### config.mk
export PLATFORM = sky130hd
export DESIGN_NAME = pea_result_drain
export DESIGN_NICKNAME = d
export VERILOG_FILES = /design/src/rtl/pea_result_drain.sv
export SDC_FILE = /design/constraint.sdc
export NUM_CORES = 1
export LEC_CHECK = 0
export CAP_MARGIN = 40
export CORE_MARGIN = 1.5
export CORE_UTILIZATION = 30
export DETAILED_ROUTE_END_ITERATION = 8
export GPL_TIMING_DRIVEN = 0
export PLACE_DENSITY = 0.65
export SLEW_MARGIN = 20
export SYNTH_ARGS = -nofsm -noshare
export SYNTH_HDL_FRONTEND = slang
export SYNTH_SLANG_ARGS = --single-unit
### constraint.sdc
create_clock -name clk -period 4.55 [get_ports clk]
set_input_delay 0.455 -clock clk [delete_from_list [all_inputs] [get_ports clk]]
set_output_delay 0.455 -clock clk [all_outputs]
set_load 0.02 [all_outputs]
### src/rtl/pea_result_drain.sv
// Drains the paired PEA result/status FIFOs and re-emits each record as four
// 16-bit words (status hi, status lo, result hi, result lo) on a valid/ready stream.
module pea_result_drain #(
  parameter int POP_W = 5,
  parameter int DW    = 32,
  parameter int OW    = 16,
  parameter int CNT_W = 16
) (
  input  logic             clk,
  input  logic             rst,
  input  logic             drain_en,
  input  logic [POP_W-1:0] result_pop,
  input  logic [POP_W-1:0] status_pop,
  input  logic [DW-1:0]    result_data,
  input  logic [DW-1:0]    status_data,
  output logic             rd_en_result,
  output logic             rd_en_status,
  output logic [OW-1:0]    out_data,
  output logic             out_valid,
  input  logic             out_ready,
  output logic             busy,
  output logic [CNT_W-1:0] rec_count,
  output logic             sync_err,
  output logic [2:0]       dbg_state
);

  localparam logic [2:0] IDLE = 3'd0;
  localparam logic [2:0] POP  = 3'd1;
  localparam logic [2:0] CAP  = 3'd2;
  localparam logic [2:0] S0   = 3'd3;
  localparam logic [2:0] S1   = 3'd4;
  localparam logic [2:0] S2   = 3'd5;
  localparam logic [2:0] S3   = 3'd6;

  logic [2:0]    state;
  logic [DW-1:0] st_q;
  logic [DW-1:0] rs_q;
  logic          res_nz;
  logic          sts_nz;

  // Stream handshake: a word transfers on a rising edge where out_valid && out_ready;
  // out_data is held unchanged while out_valid && !out_ready.
  assign res_nz       = (result_pop != '0);
  assign sts_nz       = (status_pop != '0);
  assign rd_en_result = (state == POP);
  assign rd_en_status = (state == POP);
  assign out_valid    = (state == S0) || (state == S1) || (state == S2) || (state == S3);
  assign busy         = (state != IDLE);
  assign dbg_state    = state;

  always_ff @(posedge clk) begin
    if (rst) begin
      state     <= IDLE;
      st_q      <= '0;
      rs_q      <= '0;
      out_data  <= '0;
      rec_count <= '0;
      sync_err  <= 1'b0;
    end else begin
      case (state)
        IDLE: begin
          if (res_nz != sts_nz) sync_err <= 1'b1;
          if (drain_en && res_nz && sts_nz) state <= POP;
        end
        POP: state <= CAP;
        CAP: begin
          // FIFO heads become valid one cycle after the pop strobe.
          st_q     <= status_data;
          rs_q     <= result_data;
          out_data <= status_data[DW-1:OW];
          state    <= S0;
        end
        S0: if (out_ready) begin
          out_data <= st_q[OW-1:0];
          state    <= S1;
        end
        S1: if (out_ready) begin
          out_data <= rs_q[DW-1:OW];
          state    <= S2;
        end
        S2: if (out_ready) begin
          out_data <= rs_q[OW-1:0];
          state    <= S3;
        end
        S3: if (out_ready) begin
          rec_count <= rec_count + CNT_W'(1);
          state     <= IDLE;
        end
        default: state <= IDLE;
      endcase
    end
  end

endmodule

==> metrics.log, run 1 <==
INFO  metric synth.yosys.seq_area_share = 47.2%
INFO  metric combined_global_route_utilization_of_all_metal_layers = 17.1%
INFO  metric global_route.peak_usage_layer = met2
INFO  metric filler_cell_count = 1,126
INFO  metric worst_slew_pin_slew = 571 ps
INFO  metric dr.first_iter.drc_count = 199
INFO  metric clkLatencyLatePin = 340 ps
INFO  metric setup_violations = 0
INFO  metric vias_per_cell = 4.92
INFO  metric syn_to_final_growth = 47.6%
INFO  metric dieWidth = 112 um
INFO  metric first_pass_iters = 8
INFO  metric yosys_warnings = 0
INFO  metric power.switching_fraction = 24.9%
INFO  metric path_clk_slew = 60 ps
INFO  metric layout_worst_path_cycle_share = 63.7%
INFO  metric clock_tree_from_tritoncts = done
INFO  metric cts_hold_buffers_added = 0
INFO  metric critPathBufInv = 4
INFO  metric startpoint = dbg_state[0]
INFO  metric cts_htree_levels = 3
INFO  metric synth_async_sr_flop_share = 0%
INFO  metric place_inst = 689
INFO  metric r2r-start = dbg_state[1]
INFO  metric insertedDiodeCount = 0
INFO  metric vias_in_the_first_global_route = 3,452
INFO  metric clock_power_share = 44.3%
INFO  metric cp_cell_sequence = buf_2 -> buf_1 -> nor3b_1 -> buf_4 -> clkdlybuf4s50_1
INFO  metric ff2ff_path_depth = 6
INFO  metric yosys_register_bits = 84
INFO  metric grt_pass1_wl = 17,000 um
INFO  metric synthesized_instance_count = 430
INFO  metric io_pins = 118
INFO  metric ant_nets = 0
INFO  metric most_frequent_standard_cell_in_the_layout_excluding_fill_and_tap_cells = sky130_fd_sc_hd__clkdlybuf4s50_1
INFO  metric detailedPlacementHpwl = 8130 um
INFO  metric placement_rows = 39
INFO  metric preCtsSetupSlack = 1970 ps
INFO  metric report.final.hold_viol_count = 0
INFO  metric final.setup.tns = 0 ps
INFO  metric report.final.slew_viol_count = 0
INFO  metric net_total_in_the_final_layout = 636
INFO  metric critPathCaptureType = output pin
INFO  metric number_of_synthesized_flops_with_an_enable_pin = 0
INFO  metric postLayoutCellArea = 5260 sq um
INFO  metric rsz0062_at_grt = false
INFO  metric placed_area = 4900 sq um
INFO  metric fin_worst_skew = 10.2 ps
INFO  metric worst_setup_path_start_kind = flip-flop
INFO  metric global_route.usage.met1 = 22.3%
INFO  metric hp-start = st_q[12]
INFO  metric layout.cells.most_common_list = 116 x sky130_fd_sc_hd__clkdlybuf4s50_1, 105 x sky130_fd_sc_hd__nand2_1, 84 x sky130_fd_sc_hd__dfxtp_1
INFO  metric capture_endpoint_of_the_worst_hold_path = st_q[12]
INFO  metric drv.max_cap_violation_count = 0
INFO  metric required = 4090 ps
INFO  metric critical_path.max_fanout = 10
INFO  metric portBuffers = 116
INFO  metric worst_hold_path_cells = 2
INFO  metric synth.net_count = 509
INFO  metric timing.setup.critical_path_class = reg -> out
INFO  metric worst_r2r_endpoint = st_q[5]
INFO  metric drt_drc_violations_left = 9
INFO  metric avgRoutedWirePerCell = 14.8 um
INFO  metric run_status = complete, but fails checks
INFO  metric initial_core_util = 30.9%
INFO  metric worst_path_largest_cell_delay = 590 ps
INFO  metric setup_slack = 1650 ps
INFO  metric share_comb_of_total_power = 14.7%
INFO  metric gr-total-overflow = 0
INFO  metric die_area = 12,500 sq um
INFO  metric gr-usage-met2 = 27.9%
INFO  metric grt_start_max_net_pins = 17
INFO  metric power.share.sequential = 41.0%
INFO  metric maxSlewHeadroom = 61.9%
INFO  metric power_density = 370 nW/um^2
INFO  metric clock_sinks = 84
INFO  metric leakagePower = 0.00179 uW
INFO  metric final_layout_size_suffix_gt1_share = 6.23%
INFO  metric grt_antenna_before_repair = 0
INFO  metric fmax = 345 MHz
INFO  metric reg2reg_slack = 2600 ps
INFO  metric post-cts-setup-buffers = 0
INFO  metric period_minus_slack = 2900 ps
INFO  metric gp_weighted_congestion = 0.846
INFO  metric grt_use_met3 = 3.27%
INFO  metric violations_in_the_final_reports = DRC
INFO  metric p_switching = 484 uW
INFO  metric endpoint_arrival_time_on_the_critical_path = 2450 ps
INFO  metric synth_area_per_cell = 8.29 sq um
INFO  metric cts-buffers-inserted = 9
INFO  metric cts.repair.resized = 0
INFO  metric internal-power = 1460 uW
INFO  metric post_synth_num_cell_types = 41
INFO  metric cpLargestDelayFamily = buffers and inverters
INFO  metric via_count = 3,471
INFO  metric critical-path-slowest-cell = sky130_fd_sc_hd__clkdlybuf4s50_1
INFO  metric core_ar = 11,500 sq um
INFO  metric type_of_the_tightest_min_delay_check = reg -> reg
INFO  metric final_cells = 705
INFO  metric clock_tree.root_cell = sky130_fd_sc_hd__clkbuf_16
INFO  metric ys.flop_type = sky130_fd_sc_hd__dfxtp_1
INFO  metric ctsLongestPathBuffers = 2
INFO  metric max-vdd-ir-drop = 0.223 mV
INFO  metric die_h = 112 um
INFO  metric drt_wl_total = 10,400 um
INFO  metric synth.cell_area = 3560 sq um
[power by group through the flow]
stage                     Clock, uW  Sequential [uW]  Combinational [uW]
final                           862              798                 287
after detailed placement          0              815                 288
after global placement            0              813                 283
after global routing            905              802                 312
after floorplan                   0              827                 128
after CTS                       876              798                 290
[cell type report]
type | instances | area [sq um] | share of cell area, %
multi-input combinational | 309 | 1710 | 32.5
sequential | 84 | 1680 | 32.0
timing repair buffer | 116 | 1160 | 22.1
clock buffer | 9 | 225 | 4.28
tap | 143 | 179 | 3.40
buffer | 34 | 160 | 3.04
clock inverter | 7 | 133 | 2.52
inverter | 3 | 11.3 | 0.214
[worst max path at each step]
stage / end / slack [ps] / depth (start not counted)
3_5_place_dp: rd_en_status / 1970 / 5
2_1_floorplan: rd_en_status / 2280 / 4
5_1_grt: rd_en_status / 1500 / 5
3_3_place_gp: rd_en_status / 2000 / 5
6_report: rd_en_status / 1650 / 5
4_1_cts: rd_en_status / 1600 / 5
[sequential cells by signal, summed over array words and instances (netlist names)]
name and flops:
rec_count 16, st_q 16, sync_err 1, rs_q 32, out_data 16, dbg_state 3
[routing by layer]
| metal | vias to the layer above | part of all wire (%) |
|---|---|---|
| li1 | 1764 | - |
| met1 | 1590 | 47 |
| met2 | 102 | 47 |
| met3 | 15 | 4.5 |
| met4 | 0 | 2.1 |
| met5 | - | 0 |
[per-stage QoR]
step / hold WS [ps] / power (uW) / utilization (%)
6_report: 456 / 1950 / 45.7
5_1_grt: 465 / 2020 / 45.7
4_1_cts: 456 / 1960 / 45.7
3_5_place_dp: 447 / 1100 / 42.6
3_3_place_gp: 443 / 1100 / 42.6
2_1_floorplan: 436 / 954 / -
[synthesized netlist by cell type, drive strengths merged, types with 7 or more instances]
cell,n,area share [%]
a22oi,29,6.1
clkbuf,20,2.1
dfxtp,84,47
a21oi,60,8.4
o21ai,7,0.98
nand2,105,11
a311oi,13,3.2
nor2,25,2.6
or3,8,1.4
buf,14,2.4
[kinds of logic (layout without fill, tap and decap cells)]
family / after synthesis / after routing / share of synthesized area [%]
AND/OR/NAND/NOR: 174 / 174 / 22.7
AO/OA/AOI/OAI: 122 / 122 / 21.9
flip-flops: 84 / 84 / 47.2
buffers and inverters: 37 / 169 / 4.81
XOR/XNOR: 10 / 10 / 2.46
multiplexers: 2 / 2 / 0.562
adder cells (fa/ha/maj): 1 / 1 / 0.351
[worst min-delay path: stages (launching register included)]
cell,delay [ps]
sky130_fd_sc_hd__dfxtp_1,310
sky130_fd_sc_hd__nand2_1,50
sky130_fd_sc_hd__a21oi_1,50
Note: power is estimated with default switching activity, not from simulation.
==> run 2: changes to the inputs <==
--- a/config.mk
+++ b/config.mk
@@ -10,7 +10,7 @@
 export CORE_UTILIZATION = 30
 export DETAILED_ROUTE_END_ITERATION = 8
 export GPL_TIMING_DRIVEN = 0
-export PLACE_DENSITY = 0.65
+export PLACE_DENSITY = 0.67
 export SLEW_MARGIN = 20
 export SYNTH_ARGS = -nofsm -noshare
 export SYNTH_HDL_FRONTEND = slang
==> constraint.sdc (replaced) <==
create_clock -name clk -period 2.32 [get_ports clk]
set_input_delay 0.232 -clock clk [delete_from_list [all_inputs] [get_ports clk]]
set_output_delay 0.232 -clock clk [all_outputs]
set_load 0.02 [all_outputs]
==> metrics.log, run 2 (same netlist as run 1, synthesis figures left out) <==
INFO  metric path_clk_slew = 60 ps
INFO  metric fin_worst_skew = 10.6 ps
INFO  metric io_pins = 118
INFO  metric violations_in_the_final_reports = DRC
INFO  metric ctsLongestPathBuffers = 2
INFO  metric cts_htree_levels = 3
INFO  metric max_flop_register = rs_q
INFO  metric detailedPlacementHpwl = 8110 um
INFO  metric combined_global_route_utilization_of_all_metal_layers = 16.8%
INFO  metric max-vdd-ir-drop = 0.349 mV
INFO  metric die_h = 112 um
INFO  metric core_ar = 11,500 sq um
INFO  metric placed_area = 4900 sq um
INFO  metric vias_in_the_first_global_route = 3,474
INFO  metric fmax = 467 MHz
INFO  metric clock_sinks = 84
INFO  metric drv.max_cap_violation_count = 0
INFO  metric period_minus_slack = 2140 ps
INFO  metric rsz0062_at_grt = false
INFO  metric final_layout_size_suffix_gt1_share = 6.77%
INFO  metric dr.first_iter.drc_count = 176
INFO  metric critPathCaptureType = output pin
INFO  metric clkLatencyLatePin = 340 ps
INFO  metric clock_tree.root_cell = sky130_fd_sc_hd__clkbuf_16
INFO  metric grt_antenna_before_repair = 0
INFO  metric endpoint_arrival_time_on_the_critical_path = 1910 ps
INFO  metric gp_weighted_congestion = 0.860
INFO  metric most_frequent_standard_cell_in_the_layout_excluding_fill_and_tap_cells = sky130_fd_sc_hd__clkdlybuf4s50_1
INFO  metric report.final.hold_viol_count = 0
INFO  metric first_pass_iters = 7
INFO  metric multi_input_comb_area = 1720 sq um
INFO  metric maxSlewHeadroom = 64.3%
INFO  metric filler_cell_count = 1,130
INFO  metric placement_rows = 39
INFO  metric drt_wl_total = 10,400 um
INFO  metric avgRoutedWirePerCell = 14.8 um
INFO  metric report.final.slew_viol_count = 0
INFO  metric vias_per_cell = 4.99
INFO  metric run_status = complete, but fails checks
INFO  metric ant_nets = 0
INFO  metric layout_worst_path_cycle_share = 92.2%
INFO  metric drt_drc_violations_left = 9
INFO  metric syn_to_final_growth = 46.1%
INFO  metric insertedDiodeCount = 0
INFO  metric power_density = 676 nW/um^2
INFO  metric via_count = 3,512
INFO  metric setup_violations = 0
INFO  metric initial_core_util = 30.9%
INFO  metric worst_slew_pin_slew = 535 ps
INFO  metric regArea = 1680 sq um
INFO  metric portBuffers = 116
INFO  metric setup_slack = 180 ps
INFO  metric layout.cells.most_common_list = 114 x sky130_fd_sc_hd__clkdlybuf4s50_1, 105 x sky130_fd_sc_hd__nand2_1, 84 x sky130_fd_sc_hd__dfxtp_1
INFO  metric largest_register_ff_count = 32
INFO  metric grt_pass1_wl = 16,900 um
INFO  metric worst_setup_path_start_kind = flip-flop
INFO  metric leakagePower = 0.00179 uW
INFO  metric power = 3520 uW
INFO  metric die_area = 12,500 sq um
INFO  metric cts_hold_buffers_added = 0
INFO  metric cts-buffers-inserted = 9
INFO  metric clock_tree_from_tritoncts = done
INFO  metric critical_path.max_fanout = 10
INFO  metric dieWidth = 112 um
INFO  metric final_core_util = 45.2%
INFO  metric net_total_in_the_final_layout = 635
INFO  metric timing.setup.critical_path_class = reg -> out
INFO  metric required = 2090 ps
INFO  metric postLayoutCellArea = 5200 sq um
INFO  metric grt_start_max_net_pins = 16
INFO  metric gr-total-overflow = 0
INFO  metric preCtsSetupSlack = -26.9 ps
INFO  metric type_of_the_tightest_min_delay_check = in -> reg
[run 2: worst paths after layout]
path / from / end / slack [ps] / cells after the start
min reg2reg: st_q[12] / st_q[12] / 460 / 2
max reg2reg: dbg_state[1] / st_q[10] / 430 / 6
max: dbg_state[2] / busy / 180 / 3
min: out_ready / dbg_state[2] / 280 / 3
[run 2: per-stage QoR]
stage / TNS [ps] / cells / hold WS (ps)
after global routing: 0 / 704 / 297
final: 0 / 704 / 280
after CTS: 0 / 705 / 275
after global placement: 0 / 689 / 444
after detailed placement: -26.9 / 689 / 449
after floorplan: 0 / 430 / 368
[run 2: worst max-delay path, cell delays in order (launching register included)]
cell and delay [ps]:
sky130_fd_sc_hd__dfxtp_1 380, sky130_fd_sc_hd__clkbuf_2 230, sky130_fd_sc_hd__or3_1 390, sky130_fd_sc_hd__clkdlybuf4s50_1 570
[run 2: area by class of cell]
type / count / share of cell area (%)
Inverter: 3 / 0.216
Clock inverter: 5 / 0.793
Tap cell: 143 / 3.44
Multi-Input combinational cell: 309 / 33.0
Clock buffer: 11 / 4.86
Buffer: 33 / 3.10
Timing Repair Buffer: 116 / 22.3
Sequential cell: 84 / 32.3
[run 2: what timing repair did]
item                                    4_1_cts  5_1_grt
buffers inserted                              0        0
gates cloned                                  0        0
endpoints found under the setup margin        2        3
resized for setup                             4        3
[run 2: metal layers]
metal | share of wire, % | vias up | global-route usage, %
met5 | 0 | - | 0
met4 | 2.0 | 0 | 6.41
met3 | 5.7 | 15 | 3.65
met2 | 46 | 104 | 27.7
met1 | 46 | 1626 | 21.7
li1 | - | 1767 | -
[run 2: power by group]
group | switching (uW) | internal [uW]
sequential | 45.7 | 1520
combinational | 285 | 280
clock | 594 | 797
total | 924 | 2600
